==> config.mk <==
export PLATFORM = sky130hd
export DESIGN_NAME = mem_access_unit
export DESIGN_NICKNAME = d
export VERILOG_FILES = /design/src/rtl/mem_access_unit.sv
export SDC_FILE = /design/constraint.sdc
export NUM_CORES = 1
export LEC_CHECK = 0
export CAP_MARGIN = 10
export CORE_MARGIN = 1
export CORE_UTILIZATION = 55
export DETAILED_ROUTE_END_ITERATION = 7
export DONT_BUFFER_PORTS = 1
export PLACE_DENSITY = 0.79
export SYNTH_ARGS = -nofsm -noshare
export SYNTH_HDL_FRONTEND = slang
export SYNTH_SLANG_ARGS = --single-unit
export TNS_END_PERCENT = 20
==> constraint.sdc <==
create_clock -name clk_i -period 2.21 [get_ports clk_i]
set_input_delay 0.1105 -clock clk_i [delete_from_list [all_inputs] [get_ports clk_i]]
set_output_delay 0.1105 -clock clk_i [all_outputs]
set_load 0.05 [all_outputs]
==> src/rtl/mem_access_unit.sv <==
// Load/store initiator for the word-wide, byte-addressed data memory port.
// Handles RV32I load extension and read-modify-write for sub-word stores.
module mem_access_unit #(
  parameter int unsigned ADDR_WIDTH = 32,
  parameter int unsigned DATA_WIDTH = 32
) (
  input  logic                  clk_i,
  input  logic                  rst_i,
  input  logic                  req_valid_i,
  output logic                  req_ready_o,
  input  logic                  req_write_i,
  input  logic [2:0]            funct3_i,
  input  logic [ADDR_WIDTH-1:0] addr_i,
  input  logic [DATA_WIDTH-1:0] store_data_i,
  output logic                  resp_valid_o,
  output logic [DATA_WIDTH-1:0] load_data_o,
  output logic                  mem_write_en_o,
  output logic [ADDR_WIDTH-1:0] mem_addr_o,
  output logic [DATA_WIDTH-1:0] mem_write_data_o,
  input  logic [DATA_WIDTH-1:0] mem_read_data_i
);

  typedef enum logic [2:0] {StIdle, StLoad, StMerge, StWrite, StDone} state_e;

  state_e                state_q;
  logic                  ready_q;
  logic                  resp_q;
  logic [DATA_WIDTH-1:0] load_q;
  logic [ADDR_WIDTH-1:0] addr_q;
  logic [2:0]            funct3_q;
  logic [DATA_WIDTH-1:0] store_q;
  logic [DATA_WIDTH-1:0] merge_q;

  logic [DATA_WIDTH-1:0] load_ext;
  logic [DATA_WIDTH-1:0] merged;

  always_comb begin
    load_ext = mem_read_data_i;
    case (funct3_q)
      3'b000:  load_ext = {{(DATA_WIDTH-8){mem_read_data_i[7]}}, mem_read_data_i[7:0]};
      3'b001:  load_ext = {{(DATA_WIDTH-16){mem_read_data_i[15]}}, mem_read_data_i[15:0]};
      3'b100:  load_ext = {{(DATA_WIDTH-8){1'b0}}, mem_read_data_i[7:0]};
      3'b101:  load_ext = {{(DATA_WIDTH-16){1'b0}}, mem_read_data_i[15:0]};
      default: load_ext = mem_read_data_i;
    endcase
  end

  // Only SB/SH reach MERGE, so funct3[0] alone selects byte vs halfword.
  always_comb begin
    merged = mem_read_data_i;
    if (funct3_q[0]) begin
      merged[15:0] = store_q[15:0];
    end else begin
      merged[7:0] = store_q[7:0];
    end
  end

  always_ff @(posedge clk_i) begin
    if (rst_i) begin
      state_q  <= StIdle;
      ready_q  <= 1'b1;
      resp_q   <= 1'b0;
      load_q   <= '0;
      addr_q   <= '0;
      funct3_q <= '0;
      store_q  <= '0;
      merge_q  <= '0;
    end else begin
      case (state_q)
        StIdle: begin
          if (req_valid_i && ready_q) begin
            addr_q   <= addr_i;
            funct3_q <= funct3_i;
            store_q  <= store_data_i;
            ready_q  <= 1'b0;
            if (!req_write_i) begin
              state_q <= StLoad;
            end else if (funct3_i[1]) begin
              state_q <= StWrite;
            end else begin
              state_q <= StMerge;
            end
          end
        end
        StLoad: begin
          load_q  <= load_ext;
          resp_q  <= 1'b1;
          state_q <= StDone;
        end
        StMerge: begin
          merge_q <= merged;
          state_q <= StWrite;
        end
        StWrite: begin
          resp_q  <= 1'b1;
          state_q <= StDone;
        end
        StDone: begin
          resp_q  <= 1'b0;
          ready_q <= 1'b1;
          state_q <= StIdle;
        end
        default: begin
          resp_q  <= 1'b0;
          ready_q <= 1'b1;
          state_q <= StIdle;
        end
      endcase
    end
  end

  assign req_ready_o  = ready_q;
  assign resp_valid_o = resp_q;
  assign load_data_o  = load_q;
  assign mem_addr_o   = addr_q;

  // Reset gates the write strobe combinationally so an interrupted WRITE never reaches memory.
  assign mem_write_en_o   = (state_q == StWrite) && !rst_i;
  assign mem_write_data_o = (state_q == StWrite) ? (funct3_q[1] ? store_q : merge_q) : '0;

endmodule

==> results.txt, run 1 <==
final WL: 16900 um
TNS Setup: 0 ns
P per Cell Area: 833 mW/mm^2
clk slew on worst S/H paths: 0.06 ns
pre-CTS WS: 0.550 ns
WL/cell: 17.7 um
worst min path class: in2reg
CTS tree: built
Clock Skews: 0.00807 ns
minimum clock period: 2.14 ns
Final WS setup: 0.0733 ns
vias in the first global route: 5399
DIE HEIGHT: 108 um
GRT Overall Usage: 29.4%
via count: 5209
met1 GRT Util: 30.3%
layout net count: 908
share of cells above drive strength 1: 11.1%
HPWL Detailed: 9650 um
cell taking the most area after synthesis: dfxtp_1
# IOs: 202
GR Overflow Total: 0
synth warn: 0
required time worst endpoint: 2.62 ns
largest net degree at the start of global routing: 174
Initial Util: 56.7%
Core ar.: 0.0109 mm^2
critical-path maximum fanout: 24
Syn Inst Count: 674
final setup violating endpoints: 0
clk sinks: 136
mean post-synth cell area: 9.15 um^2
Area Growth Syn to Fin: 34.2%
most common cell after layout, fill and taps aside: nand2b_1
Mapped Nets: 777
Pre-Repair DR Iteration Count: 4
post-synth top area share: 44.1%
final hold viol count: 0
synthesized cell area: 0.00617 mm^2
P_leak: 0.00310 uW
Sequential Area: 0.00273 mm^2
CTS H-tree depth: 4
Area contributors post-synth: dfxtp_1, mux2i_1, nand2b_1
DIE AREA: 0.0116 mm^2
final cycle utilization of the critical path: 96.7%
max-cap violations: 0
clock root cell: clkbuf_8
CP Launch Type: register
die width: 108 um
initial antenna violation count: 0
number of port buffers: 0
Slew @ Worst Pin: 0.751 ns
met3 usage: 8.66%
FP Rows: 38
r2r setup slk: 0.07 ns
Setup Fix Bufs, Post-CTS: 0
post-synthesis sequential area ratio: 44.1%
number of buffers created by CTS: 17
crit end category: register
drt drc: 0
critical path arrival: 2.54 ns
VDD IR max: 536 uV
Max-slew headroom: 49.9%
post-route ant nets: 0
Final Wtd Congestion: 0.818
fill count: 704
multi-input logic area: 0.00314 mm^2
Top Usage Layer GRT: met2
initial DRC count: 392
outcome: finished clean
Final Slew Violations: 0
Bufs on Longest Clock Path: 2
clock network latency to the later pin of the worst-skew pair: 0.53 ns
most frequent cells in the layout: nand2b_1, dfxtp_1, dlygate4sd3_1
met2 GRT Util: 54.0%
global-route wire length before repair: 26100 um
kind of critical path: reg2reg
fmax: 468 MHz
Unique masters post-synth: 28
routed vias/inst: 5.44
Yosys reg bits: 136
Design Power: 6900 uW
timing repair:
item                                   4_1_cts  5_1_grt
setup endpoints to repair                    0       20
resized for setup                            0        2
hold buffers                               127        0
endpoints found under the hold margin      136        0
layer usage:
layer / up-vias / routed length, um
met5: - / 0
met4: 0 / 459
met3: 43 / 1130
met2: 209 / 8920
met1: 2452 / 6440
li1: 2505 / -
critical path, cell delays in order, from the launching register on:
cell and delay, ns:
dfxtp_1 0.45, or3b_1 0.46, buf_4 0.23, a21oi_1 0.18
a211oi_2 0.09, dlygate4sd3_1 0.60
state kept, by name, summed over array words and instances, names as in the netlist:
signal / flops
mem_addr_o: 32
load_data_o: 32
store_q: 32
req_ready_o: 1
resp_valid_o: 1
funct3_q: 3
state_q: 3
merge_q: 32
cells by family (layout without fill, tap and decap cells):
kind of cell	Yosys count	after routing	share of synthesized area (%)
AND/OR/NAND/NOR	280	280	23.4
multiplexers	108	108	17.5
buffers and inverters	59	202	5.31
flip-flops	136	136	44.1
AO/OA/AOI/OAI	91	91	9.59
other	0	1	0
cell type report:
type                    instances  share of cell area [%]
diodes                          1                  0.0302
clock buffers                  24                    5.92
clock inverters                 7                    1.10
multi-input cells             479                    37.9
flip-flops and latches        136                    32.9
well taps                     140                    2.12
repair buffers                171                    20.0
final timing paths:
path                                               start  cells after the start                      endpoint
worst max register to register   state_q[2]$_SDFFE_PP0P_                      5  load_data_o[23]$_SDFFE_PP0N_
worst min-delay path                               rst_i                      2      merge_q[18]$_SDFFE_PP0P_
worst min register to register  merge_q[18]$_SDFFE_PP0P_                      2      merge_q[18]$_SDFFE_PP0P_
worst max-delay path             state_q[2]$_SDFFE_PP0P_                      5  load_data_o[23]$_SDFFE_PP0N_
report_power, final:
group | switching [uW] | total [uW] | internal (uW) | leakage, uW
sequential | 520 | 3170 | 2650 | 0.00111
clock | 1010 | 2760 | 1750 | 0.000287
combinational | 469 | 967 | 498 | 0.00170
total | 2000 | 6900 | 4900 | 0.00310
cells in the mapped netlist:
| master | count |
|---|---|
| dfxtp_1 | 136 |
| nand2b_1 | 135 |
| mux2i_1 | 108 |
| nor2_1 | 67 |
| nand2_1 | 65 |
| a21oi_1 | 48 |
| clkbuf_1 | 28 |
| a211oi_1 | 22 |
| buf_2 | 16 |
| a211oi_2 | 10 |
| buf_6 | 8 |
| o21ai_0 | 8 |
| buf_4 | 4 |
| a31oi_1 | 2 |
| buf_1 | 2 |
| nor3b_2 | 2 |
| nor4_1 | 2 |
| a211o_1 | 1 |
| and4b_1 | 1 |
| buf_8 | 1 |
| nand3b_1 | 1 |
| nor2_2 | 1 |
| nor3_1 | 1 |
| nor3b_1 | 1 |
| nor4b_1 | 1 |
| or3_1 | 1 |
| or3b_1 | 1 |
| or3b_2 | 1 |
through the flow:
stage	instances	area (um^2)	util [%]	hold slack (ns)
2_1_floorplan	674	6170	-	0.246
3_3_place_gp	799	6400	58.8	0.194
3_5_place_dp	799	6400	58.8	0.198
4_1_cts	957	8270	76.0	0.0472
5_1_grt	957	8280	76.0	0.0537
6_report	958	8280	76.0	0.0738
Note: power is estimated with default switching activity, not from simulation.
==> run 2, diff against run 1 <==
--- a/config.mk
+++ b/config.mk
@@ -10,6 +10,7 @@
 export CORE_UTILIZATION = 55
 export DETAILED_ROUTE_END_ITERATION = 7
 export DONT_BUFFER_PORTS = 1
+export GPL_TIMING_DRIVEN = 0
 export PLACE_DENSITY = 0.79
 export SYNTH_ARGS = -nofsm -noshare
 export SYNTH_HDL_FRONTEND = slang
==> constraint.sdc (replaced) <==
create_clock -name clk_i -period 2.21 [get_ports clk_i]
set_input_delay 0.442 -clock clk_i [delete_from_list [all_inputs] [get_ports clk_i]]
set_output_delay 0.442 -clock clk_i [all_outputs]
set_load 0.05 [all_outputs]
==> run 2 against run 1 <==
  * The flow now finishes with violations (negative setup slack)
  * Clock skew is 0.0019 ns lower
  * Sequential cell count unchanged
  * Die area unchanged
  * Critical path type is now reg2out
  * Largest cell class unchanged
==> results.txt, run 2 (synthesis results as in run 1) <==
Design Power: 6920 uW
Area Growth Syn to Fin: 20.7%
worst path buffer plus inverter count: 3
HPWL Detailed: 11900 um
layout net count: 808
post-route ant nets: 0
worst min path class: in2reg
number of buffers created by CTS: 17
VDD IR max: 553 uV
max-cap violations: 0
Final Non-Filler Cells: 858
required time worst endpoint: 1.77 ns
GR Overflow Total: 0
Core ar.: 0.0109 mm^2
routed vias/inst: 5.74
FP Rows: 38
share of cells above drive strength 1: 19.1%
Initial Util: 56.7%
outcome: finished with violations
cts-stage hold buffer count: 0
final setup violating endpoints: 33
CP top delay family: buffers and inverters
most frequent cells in the layout: nand2b_1, dfxtp_1, mux2i_1
CP Launch Type: register
P per Cell Area: 929 mW/mm^2
global-route wire length before repair: 24400 um
fmax: 432 MHz
number of port buffers: 0
# IOs: 202
most common cell after layout, fill and taps aside: nand2b_1
Final Slew Violations: 0
RSZ-0062 raised after global routing: true
minimum clock period: 2.32 ns
WL/cell: 19.4 um
DIE HEIGHT: 108 um
r2r setup slk: 0.25 ns
via count: 4929
kind of critical path: reg2out
ant diodes: 0
pre-CTS WS: -0.288 ns
final WL: 16700 um
Pre-Repair DR Iteration Count: 5
Critical Path Slowest Stage Cell: dfxtp_1
clock root cell: clkbuf_8
cells along the critical path: buf_6 > nand3b_1 > buf_6 > clkbuf_16 > nor2_4
Max-slew headroom: 60.4%
die width: 108 um
Most Frequent Cell on Critical Path: buf_6
placed cell areas: 0.00634 mm^2
TNS Setup: -2.48 ns
initial DRC count: 431
clk sinks: 136
crit end category: output pin
CTS tree: built
clk slew on worst S/H paths: 0.06 ns
Bufs on Longest Clock Path: 2
CTS H-tree depth: 4
initial antenna violation count: 0
final cycle utilization of the critical path: 105%
Slew @ Worst Pin: 0.594 ns
drt drc: 0
failing checks: negative setup slack
design area: 0.00745 mm^2
DIE AREA: 0.0116 mm^2
final hold viol count: 0
Final Wtd Congestion: 0.833
GRT Overall Usage: 27.9%
Clock Skews: 0.00618 ns
Final WS setup: -0.106 ns
P_leak: 0.00256 uW
vias in the first global route: 4859
clock network latency to the later pin of the worst-skew pair: 0.53 ns
critical path arrival: 1.87 ns
peak per-stage delay on the critical path: 0.37 ns
largest net degree at the start of global routing: 17
critical-path maximum fanout: 6
DP Cell Count: 814
run 2: cell types whose count changed in the layout (fill, tap and decap cells not counted), moves of 4 or more:
cell           change
mux2i_2            +8
nor2_1            -33
buf_4             -29
clkinv_4           +4
mux2i_1            -9
dlygate4sd3_1    -126
nor2_4            +33
clkbuf_1          +22
buf_2             +12
buf_6             +16
run 2: path summary, 6_finish.rpt:
path | to | depth (start not counted) | start
setup / recovery | mem_write_data_o[15] | 5 | state_q[0]$_SDFFE_PP0P_
hold / removal | merge_q[29]$_SDFFE_PP0P_ | 2 | mem_read_data_i[29]
setup reg to reg | mem_addr_o[1]$_SDFFE_PP0P_ | 9 | state_q[0]$_SDFFE_PP0P_
hold reg to reg | merge_q[25]$_SDFFE_PP0P_ | 2 | merge_q[25]$_SDFFE_PP0P_
run 2: metal layers:
metal	part of all wire, %	track usage [%]	vias up
li1	-	-	2311
met1	38	29.1	2354
met2	50	49.8	218
met3	8.9	11.1	46
met4	3.2	11.3	0
met5	0	0	-
run 2: power breakdown:
group          switching (uW)  internal [uW]
combinational             498            409
sequential                523           2650
clock                    1110           1730
total                    2130           4790
run 2: repair_timing:
item	CTS	global route
pin swaps	24	11
gates resized for setup	96	12
setup buffers	3	8
setup endpoints to repair	33	33
cloned	1	1
run 2: through the flow:
stage                     hold slack (ns)  util, %
after floorplan                     0.436        -
after global placement              0.443     58.3
after detailed placement            0.452     58.3
after CTS                          0.0286     67.3
after global routing               0.0299     68.4
final                              0.0450     68.4
run 2: layout make-up:
cell class,count,area [um^2]
well taps,140,175
fillers,794,3440
clock buffers,18,418
repair buffers,13,115
multi-input cells,479,3410
flip-flops and latches,136,2730
plain buffers,58,428
clock inverters,14,174
==> run 3, diff against run 2 <==
--- a/config.mk
+++ b/config.mk
@@ -5,6 +5,7 @@
 export SDC_FILE = /design/constraint.sdc
 export NUM_CORES = 1
 export LEC_CHECK = 0
+export ABC_AREA = 1
 export CAP_MARGIN = 10
 export CORE_MARGIN = 1
 export CORE_UTILIZATION = 55
@@ -12,6 +13,7 @@
 export DONT_BUFFER_PORTS = 1
 export GPL_TIMING_DRIVEN = 0
 export PLACE_DENSITY = 0.79
+export SKIP_LAST_GASP = 1
 export SYNTH_ARGS = -nofsm -noshare
 export SYNTH_HDL_FRONTEND = slang
 export SYNTH_SLANG_ARGS = --single-unit
==> run 3 against run 2 <==
  * The run now ends clean
  * Clock power decreased by 4%
  * Sequential power grew 19%
  * Register-to-register slack about the same
  * Core utilization grew 0.89 points
  * Clock skew down 0.0014 ns
  * Critical path depth up 2
  * Area after synthesis fell by 5.6%
  * Worst setup slack better by 0.13 ns
  * Clock-buffer cell count grew 2
  * Final cell count rose by 23%
  * Via count rose by 15%
  * Critical path type unchanged
==> results.txt, run 3 <==
most used flip-flop cell after synthesis: dfxtp_1
Mapped Nets: 972
cts-stage hold buffer count: 0
Critical Path Slowest Stage Cell: dfxtp_4
initial DRC count: 375
RSZ-0062 raised after global routing: true
clk slew on worst S/H paths: 0.06 ns
synthesized cell area: 0.00582 mm^2
HPWL Detailed: 11800 um
share of cells above drive strength 1: 17.1%
drt drc: 0
peak per-stage delay on the critical path: 0.35 ns
GRT Overall Usage: 31.5%
initial antenna violation count: 0
clock share of power: 32.5%
vias in the first global route: 5374
final hold viol count: 0
crit end category: output pin
most common cell after layout, fill and taps aside: nand2_1
clock network latency to the later pin of the worst-skew pair: 0.53 ns
post-synthesis sequential area ratio: 46.8%
ant diodes: 0
FP Rows: 37
DIE AREA: 0.0110 mm^2
cells along the critical path: inv_2 > buf_8 > nor2_4 > buf_12 > buf_4 > nand2_1 > clkinvlp_4
Slew @ Worst Pin: 0.618 ns
fmax: 458 MHz
clock root cell: clkbuf_8
net load switching power: 3180 uW
DIE HEIGHT: 105 um
die width: 105 um
Final Wtd Congestion: 0.831
GR Overflow Total: 0
CTS tree: built
critical path arrival: 1.74 ns
P_leak: 0.00300 uW
final WL: 17400 um
largest net degree at the start of global routing: 17
P_int: 5190 uW
Final WS setup: 0.0269 ns
Area contributors post-synth: dfxtp_1, nand2_1, nor2_1
clk sinks: 136
Final Slew Violations: 0
cell taking the most area after synthesis: dfxtp_1
Bufs on Longest Clock Path: 2
CP Launch Type: register
kind of critical path: reg2out
post-synth top area share: 46.8%
critical-path maximum fanout: 7
Area Growth Syn to Fin: 22.3%
max-cap violations: 0
via count: 5690
routed vias/inst: 5.41
minimum clock period: 2.18 ns
worst min path class: in2reg
P per Cell Area: 1180 mW/mm^2
pre-CTS WS: 0.0949 ns
Comb pwr share: 22.3%
Unique masters post-synth: 22
mean post-synth cell area: 6.70 um^2
WL/cell: 16.6 um
Post-synth ARST share: 0%
number of port buffers: 0
final setup violating endpoints: 0
Yosys reg bits: 136
Syn Inst Count: 869
most frequent cell after synthesis: nand2_1
share of power burned in registers: 45.2%
Sw Ratio: 38.0%
CP top delay family: buffers and inverters
Clock Skews: 0.00481 ns
number of buffers created by CTS: 17
Max-slew headroom: 58.8%
Initial Util: 56.7%
Post-synth EDFFs: 0
final cycle utilization of the critical path: 98.8%
Pre-Repair DR Iteration Count: 5
most frequent cells in the layout: nand2_1, nor2_1, dfxtp_1
post-route ant nets: 0
design area: 0.00712 mm^2
CTS H-tree depth: 4
layout net count: 1007
placed cell areas: 0.00600 mm^2
outcome: finished clean
synth warn: 0
worst path buffer plus inverter count: 5
VDD IR max: 683 uV
commonest cells in the netlist: nand2_1, nor2_1, dfxtp_1
global-route wire length before repair: 26900 um
Core ar.: 0.0103 mm^2
# IOs: 202
required time worst endpoint: 1.77 ns
==> run 3: layer usage <==
layer,track usage (%),vias to the layer above,routed length [um]
met2,50.9,298,8020
met3,9.42,53,1730
met1,38.5,2551,7040
li1,-,2788,-
met5,0,-,0
met4,14.8,0,624
==> run 3: metrics by stage <==
step                cells  power, uW  util [%]  setup TNS [ns]  hold WS, ns
floorplan             869       4930         -               0        0.444
global placement     1005       5310      58.4               0        0.452
detailed placement   1005       5350      58.4               0        0.460
CTS                  1047       8220      67.8          -0.544       0.0365
global route         1052       8750      69.3          -0.106       0.0466
finish               1052       8370      69.3               0       0.0490
==> run 3: kinds of logic (layout without fill, tap and decap cells) <==
kind of cell           count (synthesis)  after routing  synth area share [%]
buffers and inverters                151            198                  10.4
and+or+nand+nor                      435            435                  30.1
DFF                                  136            136                  46.8
AOI/OAI and AO/OA                    147            147                  12.7
==> run 3: power by group through the flow <==
| stage | logic [uW] | registers (uW) | clock network (uW) |
|---|---|---|---|
| 6_report | 1870 | 3780 | 2720 |
| 5_1_grt | 2090 | 3820 | 2840 |
| 4_1_cts | 1720 | 3770 | 2730 |
| 3_5_place_dp | 1540 | 3810 | 0 |
| 3_3_place_gp | 1510 | 3800 | 0 |
| 2_1_floorplan | 1200 | 3730 | 0 |
==> run 3: repair_timing <==
| item | 4_1_cts | 5_1_grt |
|---|---|---|
| gates cloned | 6 | 3 |
| endpoints found under the setup margin | 33 | 33 |
| pin swaps | 8 | 17 |
| buffers inserted | 5 | 3 |
| gates resized for setup | 99 | 49 |
==> run 3: final timing paths <==
path                             from                        to  slack, ns  cells past startpoint
max           state_q[1]$_SDFFE_PP0P_      mem_write_data_o[29]       0.03                      7
min                   store_data_i[2]   store_q[2]$_SDFFE_PP0P_       0.05                      2
max reg2reg  req_ready_o$_SDFFE_PP1P_  funct3_q[0]$_SDFFE_PP0P_       0.26                      8
min reg2reg   merge_q[8]$_SDFFE_PP0P_   merge_q[8]$_SDFFE_PP0P_       0.47                      2
==> run 3: area by class of cell <==
cell class	instances	area, um^2
plain buffers	57	367
clock buffers	20	445
clock inverters	11	125
fillers	866	3160
inverters	93	472
multi-input cells	582	2600
flip-flops and latches	136	2730
well taps	136	170
repair buffers	17	206
